**src/rtl/mul_result_formatter.sv**
```systemverilog
// mul_result_formatter
// Pairs each multiplier product with the {op, tag} recorded at issue time,
// applies the sign to the product magnitude, selects the 64-bit half the
// opcode asks for and holds it in a valid/ready output register.

module mul_result_formatter #(
    parameter int PRODUCT_WIDTH_IN_BITS = 128,
    parameter int RESULT_WIDTH_IN_BITS  = 64,
    parameter int TAG_WIDTH_IN_BITS     = 5,
    parameter int TAG_FIFO_DEPTH        = 4
) (
    input  logic                             clk_in,
    input  logic                             reset_in,
    input  logic                             issue_valid_in,
    output logic                             issue_ready_out,
    input  logic [1:0]                       issue_op_in,
    input  logic [TAG_WIDTH_IN_BITS-1:0]     issue_tag_in,
    input  logic                             product_valid_in,
    output logic                             product_ready_out,
    input  logic                             product_sign_bit_in,
    input  logic [PRODUCT_WIDTH_IN_BITS-1:0] product_in,
    output logic                             result_valid_out,
    input  logic                             result_ready_in,
    output logic [RESULT_WIDTH_IN_BITS-1:0]  result_out,
    output logic [TAG_WIDTH_IN_BITS-1:0]     result_tag_out,
    output logic                             orphan_error_out
);

    localparam int PTR_W   = $clog2(TAG_FIFO_DEPTH);
    localparam int CNT_W   = PTR_W + 1;
    localparam int ENTRY_W = 2 + TAG_WIDTH_IN_BITS;
    localparam logic [CNT_W-1:0] FULL_COUNT = CNT_W'(TAG_FIFO_DEPTH);

    localparam logic [1:0] OP_MUL   = 2'b00;
    localparam logic [1:0] OP_MULHU = 2'b11;

    logic [ENTRY_W-1:0]               fifo_mem [TAG_FIFO_DEPTH];
    logic [PTR_W-1:0]                 wr_ptr;
    logic [PTR_W-1:0]                 rd_ptr;
    logic [CNT_W-1:0]                 count;

    logic                             push;
    logic                             accept;
    logic                             pop;
    logic                             orphan;
    logic [ENTRY_W-1:0]               head_entry;
    logic [1:0]                       head_op;
    logic [TAG_WIDTH_IN_BITS-1:0]     head_tag;
    logic [PRODUCT_WIDTH_IN_BITS-1:0] signed_product;
    logic [RESULT_WIDTH_IN_BITS-1:0]  formatted;

    // Readies depend only on registered state and result_ready_in.
    assign issue_ready_out   = (count != FULL_COUNT);
    assign product_ready_out = !result_valid_out || result_ready_in;

    assign push   = issue_valid_in && issue_ready_out;
    assign accept = product_valid_in && product_ready_out;
    // An op pushed on this edge is not yet counted, so it cannot pair here.
    assign pop    = accept && (count != '0);
    assign orphan = accept && (count == '0);

    assign head_entry = fifo_mem[rd_ptr];
    assign head_op    = head_entry[ENTRY_W-1 -: 2];
    assign head_tag   = head_entry[TAG_WIDTH_IN_BITS-1:0];

    // Two's-complement negate when the sign bit is set; a zero magnitude
    // negates to zero naturally.
    always_comb begin
        signed_product = product_in;
        if (product_sign_bit_in) begin
            signed_product = ~product_in + PRODUCT_WIDTH_IN_BITS'(1);
        end
    end

    // Half selection by opcode; MULHU uses the unsigned magnitude.
    always_comb begin
        formatted = signed_product[PRODUCT_WIDTH_IN_BITS-1 -: RESULT_WIDTH_IN_BITS];
        case (head_op)
            OP_MUL:   formatted = signed_product[RESULT_WIDTH_IN_BITS-1:0];
            OP_MULHU: formatted = product_in[PRODUCT_WIDTH_IN_BITS-1 -: RESULT_WIDTH_IN_BITS];
            default:  formatted = signed_product[PRODUCT_WIDTH_IN_BITS-1 -: RESULT_WIDTH_IN_BITS];
        endcase
    end

    // Tag FIFO storage; contents are only read while count is non-zero.
    always_ff @(posedge clk_in) begin
        if (push) begin
            fifo_mem[wr_ptr] <= {issue_op_in, issue_tag_in};
        end
    end

    // Tag FIFO pointers and occupancy.
    always_ff @(posedge clk_in or negedge reset_in) begin
        if (!reset_in) begin
            wr_ptr <= '0;
            rd_ptr <= '0;
            count  <= '0;
        end else begin
            if (push) begin
                wr_ptr <= wr_ptr + PTR_W'(1);
            end
            if (pop) begin
                rd_ptr <= rd_ptr + PTR_W'(1);
            end
            case ({push, pop})
                2'b10:   count <= count + CNT_W'(1);
                2'b01:   count <= count - CNT_W'(1);
                default: count <= count;
            endcase
        end
    end

    // Output register: load on a paired accept, clear on drain otherwise.
    always_ff @(posedge clk_in or negedge reset_in) begin
        if (!reset_in) begin
            result_valid_out <= 1'b0;
            result_out       <= '0;
            result_tag_out   <= '0;
        end else if (pop) begin
            result_valid_out <= 1'b1;
            result_out       <= formatted;
            result_tag_out   <= head_tag;
        end else if (result_ready_in) begin
            result_valid_out <= 1'b0;
        end
    end

    // Sticky flag for a product that arrives with no recorded op.
    always_ff @(posedge clk_in or negedge reset_in) begin
        if (!reset_in) begin
            orphan_error_out <= 1'b0;
        end else if (orphan) begin
            orphan_error_out <= 1'b1;
        end
    end

endmodule

```
**config.mk**
```make
export PLATFORM = sky130hd
export DESIGN_NAME = mul_result_formatter
export DESIGN_NICKNAME = d
export VERILOG_FILES = /design/src/rtl/mul_result_formatter.sv
export SDC_FILE = /design/constraint.sdc
export NUM_CORES = 1
export LEC_CHECK = 0
export BUFFER_PORTS_ARGS = -buffer_cell sky130_fd_sc_hd__buf_2
export CAP_MARGIN = 20
export CORE_ASPECT_RATIO = 0.75
export CORE_MARGIN = 5
export CORE_UTILIZATION = 35
export CTS_CLUSTER_DIAMETER = 120
export DETAILED_ROUTE_END_ITERATION = 10
export PLACE_DENSITY = 0.56
export SYNTH_ARGS = -nofsm -noshare
export SYNTH_HDL_FRONTEND = slang
export SYNTH_SLANG_ARGS = --single-unit
export TNS_END_PERCENT = 20
```
**constraint.sdc**
```tcl
create_clock -name clk_in -period 2.95 [get_ports clk_in]
set_clock_uncertainty 0.1 [all_clocks]
set_input_delay 0.59 -clock clk_in [delete_from_list [all_inputs] [get_ports clk_in]]
set_output_delay 0.59 -clock clk_in [all_outputs]
set_load 0.02 [all_outputs]
```
==> metrics.txt <==
Slew Limit Fails 0; critical path class input pin to register; Remaining Overflow, GRT 0; crit path launch type input pin; Slew HR 63.24%; Post-synth top flop dfrtp_1; Syn-to-layout area delta 48.10%; Worst path max stage delay 0.57 ns; f_max approximately 0.34 GHz; TritonCTS buffer count 9; yosys warns 0; RR Startpoint rd_ptr[0]$_DFFE_PN0P_; First-pass DRT Iterations 6; num rows 49; Distinct cells, synth 72; period utilization between 90% and 100%; Longest Clk Path Bufs 2; Reg2Reg Setup Slack 0.09 ns; Gate Count Post-Synth between 1000 and 1500; H-tree levels 3; clock power share between 10% and 20%; Mean Syn Cell Area between 8 and 9 um^2; status finished, final reports clean; CP endpoint result_out[56]$_DFFE_PN0P_; number of top-level pins ~210; GRT Util Overall 31.18%; Synth Register Bits 106; routed vias/inst a little under 6; GR peak layer met1; initial DRC count 1329; met3 usage 6.181%; CTS tree yes; wire length per cell 24.91 um; Post-synth EDFFs 28; sequential area share after synthesis between 30% and 40%; Die Area 27990 um^2; cell mode on critical path or4_4; Least-Margin Pin Slew roughly 0.55 ns; WHS approximately 0.073 ns; reg-to-reg endpoint result_out[54]$_DFFE_PN0P_; Gate power share 62.6%; # setup viols final 0; FFs w/ async S/R, synth between 70% and 80%; die outline height 146.1 um; core area 24160 um^2; Net Switching 5110 uW; Internal 5343 uW; crit-path cells buf_12 > inv_12 > ha_4 > or3b_4 > or2_4 > or4_4 > or4_4 > o41ai_4 > xor2_1 > a31oi_1; Min-Delay Path Class input pin to async pin; pre-CTS WS -0.5788 ns; Sink Count 106; final core utilization 53.03%; layout cell share with drive strength beyond 1 slightly above 40%; Synth Net Count between 1000 and 1500; Detailed Route WL 45390 um; DRC 0; routability cong. ~1.0; sequential power share between 20% and 30%; initial antenna violation count 0; global-route wire length before repair roughly 66000 um; clock slew at reported path FFs 0.08 ns; via count 10832; CP arrival about 3.1 ns; Die Wd 191.5 um; nets@finish 1635; hold buffer count at cts 0; root buffer cell clkbuf_16; setup TNS 0 ns; Max Cap Viol 0; CP Data Required Time 3.09 ns; maximum VDD drop 0.0007279 V; synthesized area 8650 um^2; crit-path max FO 4; Pwr Density 816.1 nW/um^2; CP startpoint product_in[0]; input/output buffers 213; Slowest-stage cell, CP or4_4; min cycle time layout slightly below 3 ns; Initial Util 35.81%; Sw Ratio 48.89%; RSZ-0062 raised after global routing true; largest net degree at the start of global routing 70; worst-skew pair later-pin latency 0.36 ns; fillers around 2400; vias in the first global route 10133; ANT nets after route 0; met1 usage 49.06%; Hold Violations, Final 0; leakage 0.005365 uW; Worst R2R Path Depth 7; Crit. End Element register; M2 GR Usage 44.24%; Post-DP HPWL 35940 um; Pwr Total 10450 uW; Setup WS post-layout 0.02590 ns
[worst max-delay path: cells and delay by family]
kind                     cells  cell delay [ns]
AO/OA/AOI/OAI                2             0.34
XOR/XNOR                     1             0.17
adder cells (fa/ha/maj)      1             0.11
buffers and inverters        2             0.15
AND/OR/NAND/NOR              4             1.68
[synthesized netlist by cell type (4+ instances only)]
| master | instances | area [um^2] |
|---|---|---|
| nand2_1 | 111 | 416.7 |
| or4_1 | 29 | 217.7 |
| nor2_1 | 98 | 367.9 |
| mux4_2 | 7 | 157.7 |
| edfxtp_1 | 28 | 840.8 |
| a221oi_1 | 32 | 280.3 |
| o31ai_1 | 30 | 225.2 |
| o21ai_0 | 49 | 245.2 |
| a41oi_1 | 5 | 43.79 |
| dfrtp_1 | 78 | 1952 |
| o41ai_1 | 17 | 148.9 |
| and3_1 | 9 | 56.30 |
| inv_1 | 12 | 45.04 |
| o22ai_1 | 4 | 25.02 |
| ha_1 | 8 | 100.1 |
| clkbuf_1 | 59 | 221.5 |
| or2_2 | 9 | 56.30 |
| and2_1 | 4 | 25.02 |
| buf_1 | 6 | 22.52 |
| mux2i_1 | 21 | 210.2 |
| mux2_2 | 4 | 45.04 |
| o22a_1 | 10 | 87.58 |
| o211ai_1 | 9 | 67.56 |
| nand2b_1 | 10 | 62.56 |
| nor3_1 | 39 | 195.2 |
| a31oi_1 | 14 | 87.58 |
| xor2_1 | 40 | 350.3 |
| a21oi_1 | 62 | 310.3 |
| nor2b_1 | 4 | 25.02 |
| nand4b_1 | 7 | 61.31 |
| a211oi_1 | 6 | 45.04 |
| nand3_1 | 17 | 85.08 |
| a221o_1 | 5 | 50.05 |
| xnor2_1 | 50 | 437.9 |
| nor4_1 | 40 | 250.2 |
| or3_1 | 26 | 162.7 |
| a21o_1 | 4 | 30.03 |
| nand4_1 | 19 | 118.9 |
[worst min-delay path by stage]
stage / to / cells after the start
after CTS: result_tag_out[4]$_DFFE_PN0P_ / 1
after floorplan: count[0]$_DFFE_PN0P_ / 0
after global placement: orphan_error_out$_DFFE_PN0P_ / 1
final: result_tag_out[4]$_DFFE_PN0P_ / 1
after global routing: result_tag_out[4]$_DFFE_PN0P_ / 1
after detailed placement: result_tag_out[2]$_DFFE_PN0P_ / 2
[layer usage]
layer	part of all wire (%)	wire length, um
met1	45	20570
met2	42	18910
met3	11	5154
met4	1.7	758
met5	0	0
[kinds of logic (layout without fill, tap and decap cells)]
logic type | count (synthesis) | after routing | share of synthesized area, %
other | 0 | 1 | 0
buffers and inverters | 80 | 533 | 3.501
adder cells (fa/ha/maj) | 9 | 9 | 1.389
AND/OR/NAND/NOR | 442 | 442 | 26.59
XOR/XNOR | 90 | 90 | 9.113
multiplexers | 33 | 33 | 4.947
flip-flops | 106 | 106 | 32.29
AO/OA/AOI/OAI | 277 | 277 | 22.18
[registers in the layout, indices dropped and copies added (netlist names)]
register,flops
result_out,64
fifo_mem,28
result_tag_out,5
count,3
rd_ptr,2
wr_ptr,2
orphan_error_out,1
result_valid_out,1
[cell usage in the layout (no fill, tap or decap), drive strengths merged, types with 6 or more instances in the layout]
cell type    n
mux2i       21
a21oi       62
or3         26
clkbuf      10
inv         12
o21ai       52
nand2      111
nor3        39
xor2        40
ha           8
nand4       19
a211oi       6
nand4b       7
xnor2       50
nand3       17
dfrtp       78
o211ai       9
or2         10
a31oi       14
mux4         7
edfxtp      28
nor4        44
buf        504
or4         30
nand2b      10
nor2        98
o41ai       18
and3         9
o22a        10
o31ai       30
a221oi      32
[power by group through the flow]
stage / Combinational [uW] / Sequential [uW] / Clock [uW]
2_1_floorplan: 3010 / 3040 / 0
3_3_place_gp: 6310 / 2530 / 0
3_5_place_dp: 6340 / 2550 / 0
4_1_cts: 6380 / 2520 / 1410
5_1_grt: 6970 / 2580 / 1460
6_report: 6550 / 2520 / 1390
[area by class of cell]
class | instances | area, um^2 | share of cell area [%]
diodes | 1 | 2.502 | 0.01954
clock buffers | 10 | 239.0 | 1.866
clock inverters | 6 | 91.34 | 0.7130
inverters | 13 | 70.07 | 0.5470
multi-input cells | 851 | 5839 | 45.59
flip-flops and latches | 106 | 2793 | 21.80
well taps | 331 | 414.1 | 3.233
repair buffers | 504 | 3361 | 26.24
[through the flow]
| stage | cells | instance area [um^2] |
|---|---|---|
| after floorplan | 1037 | 8718 |
| after global placement | 1804 | 12180 |
| after detailed placement | 1804 | 12180 |
| after CTS | 1820 | 12570 |
| after global routing | 1821 | 12810 |
| final | 1822 | 12810 |
[timing repair]
action                     in CTS  in global routing
pin swaps                       2                  8
setup endpoints to repair      19                 43
setup buffers                   0                  1
gates cloned                    0                  0
resized for setup              13                 49
Power figures use the tool's default switching activity.
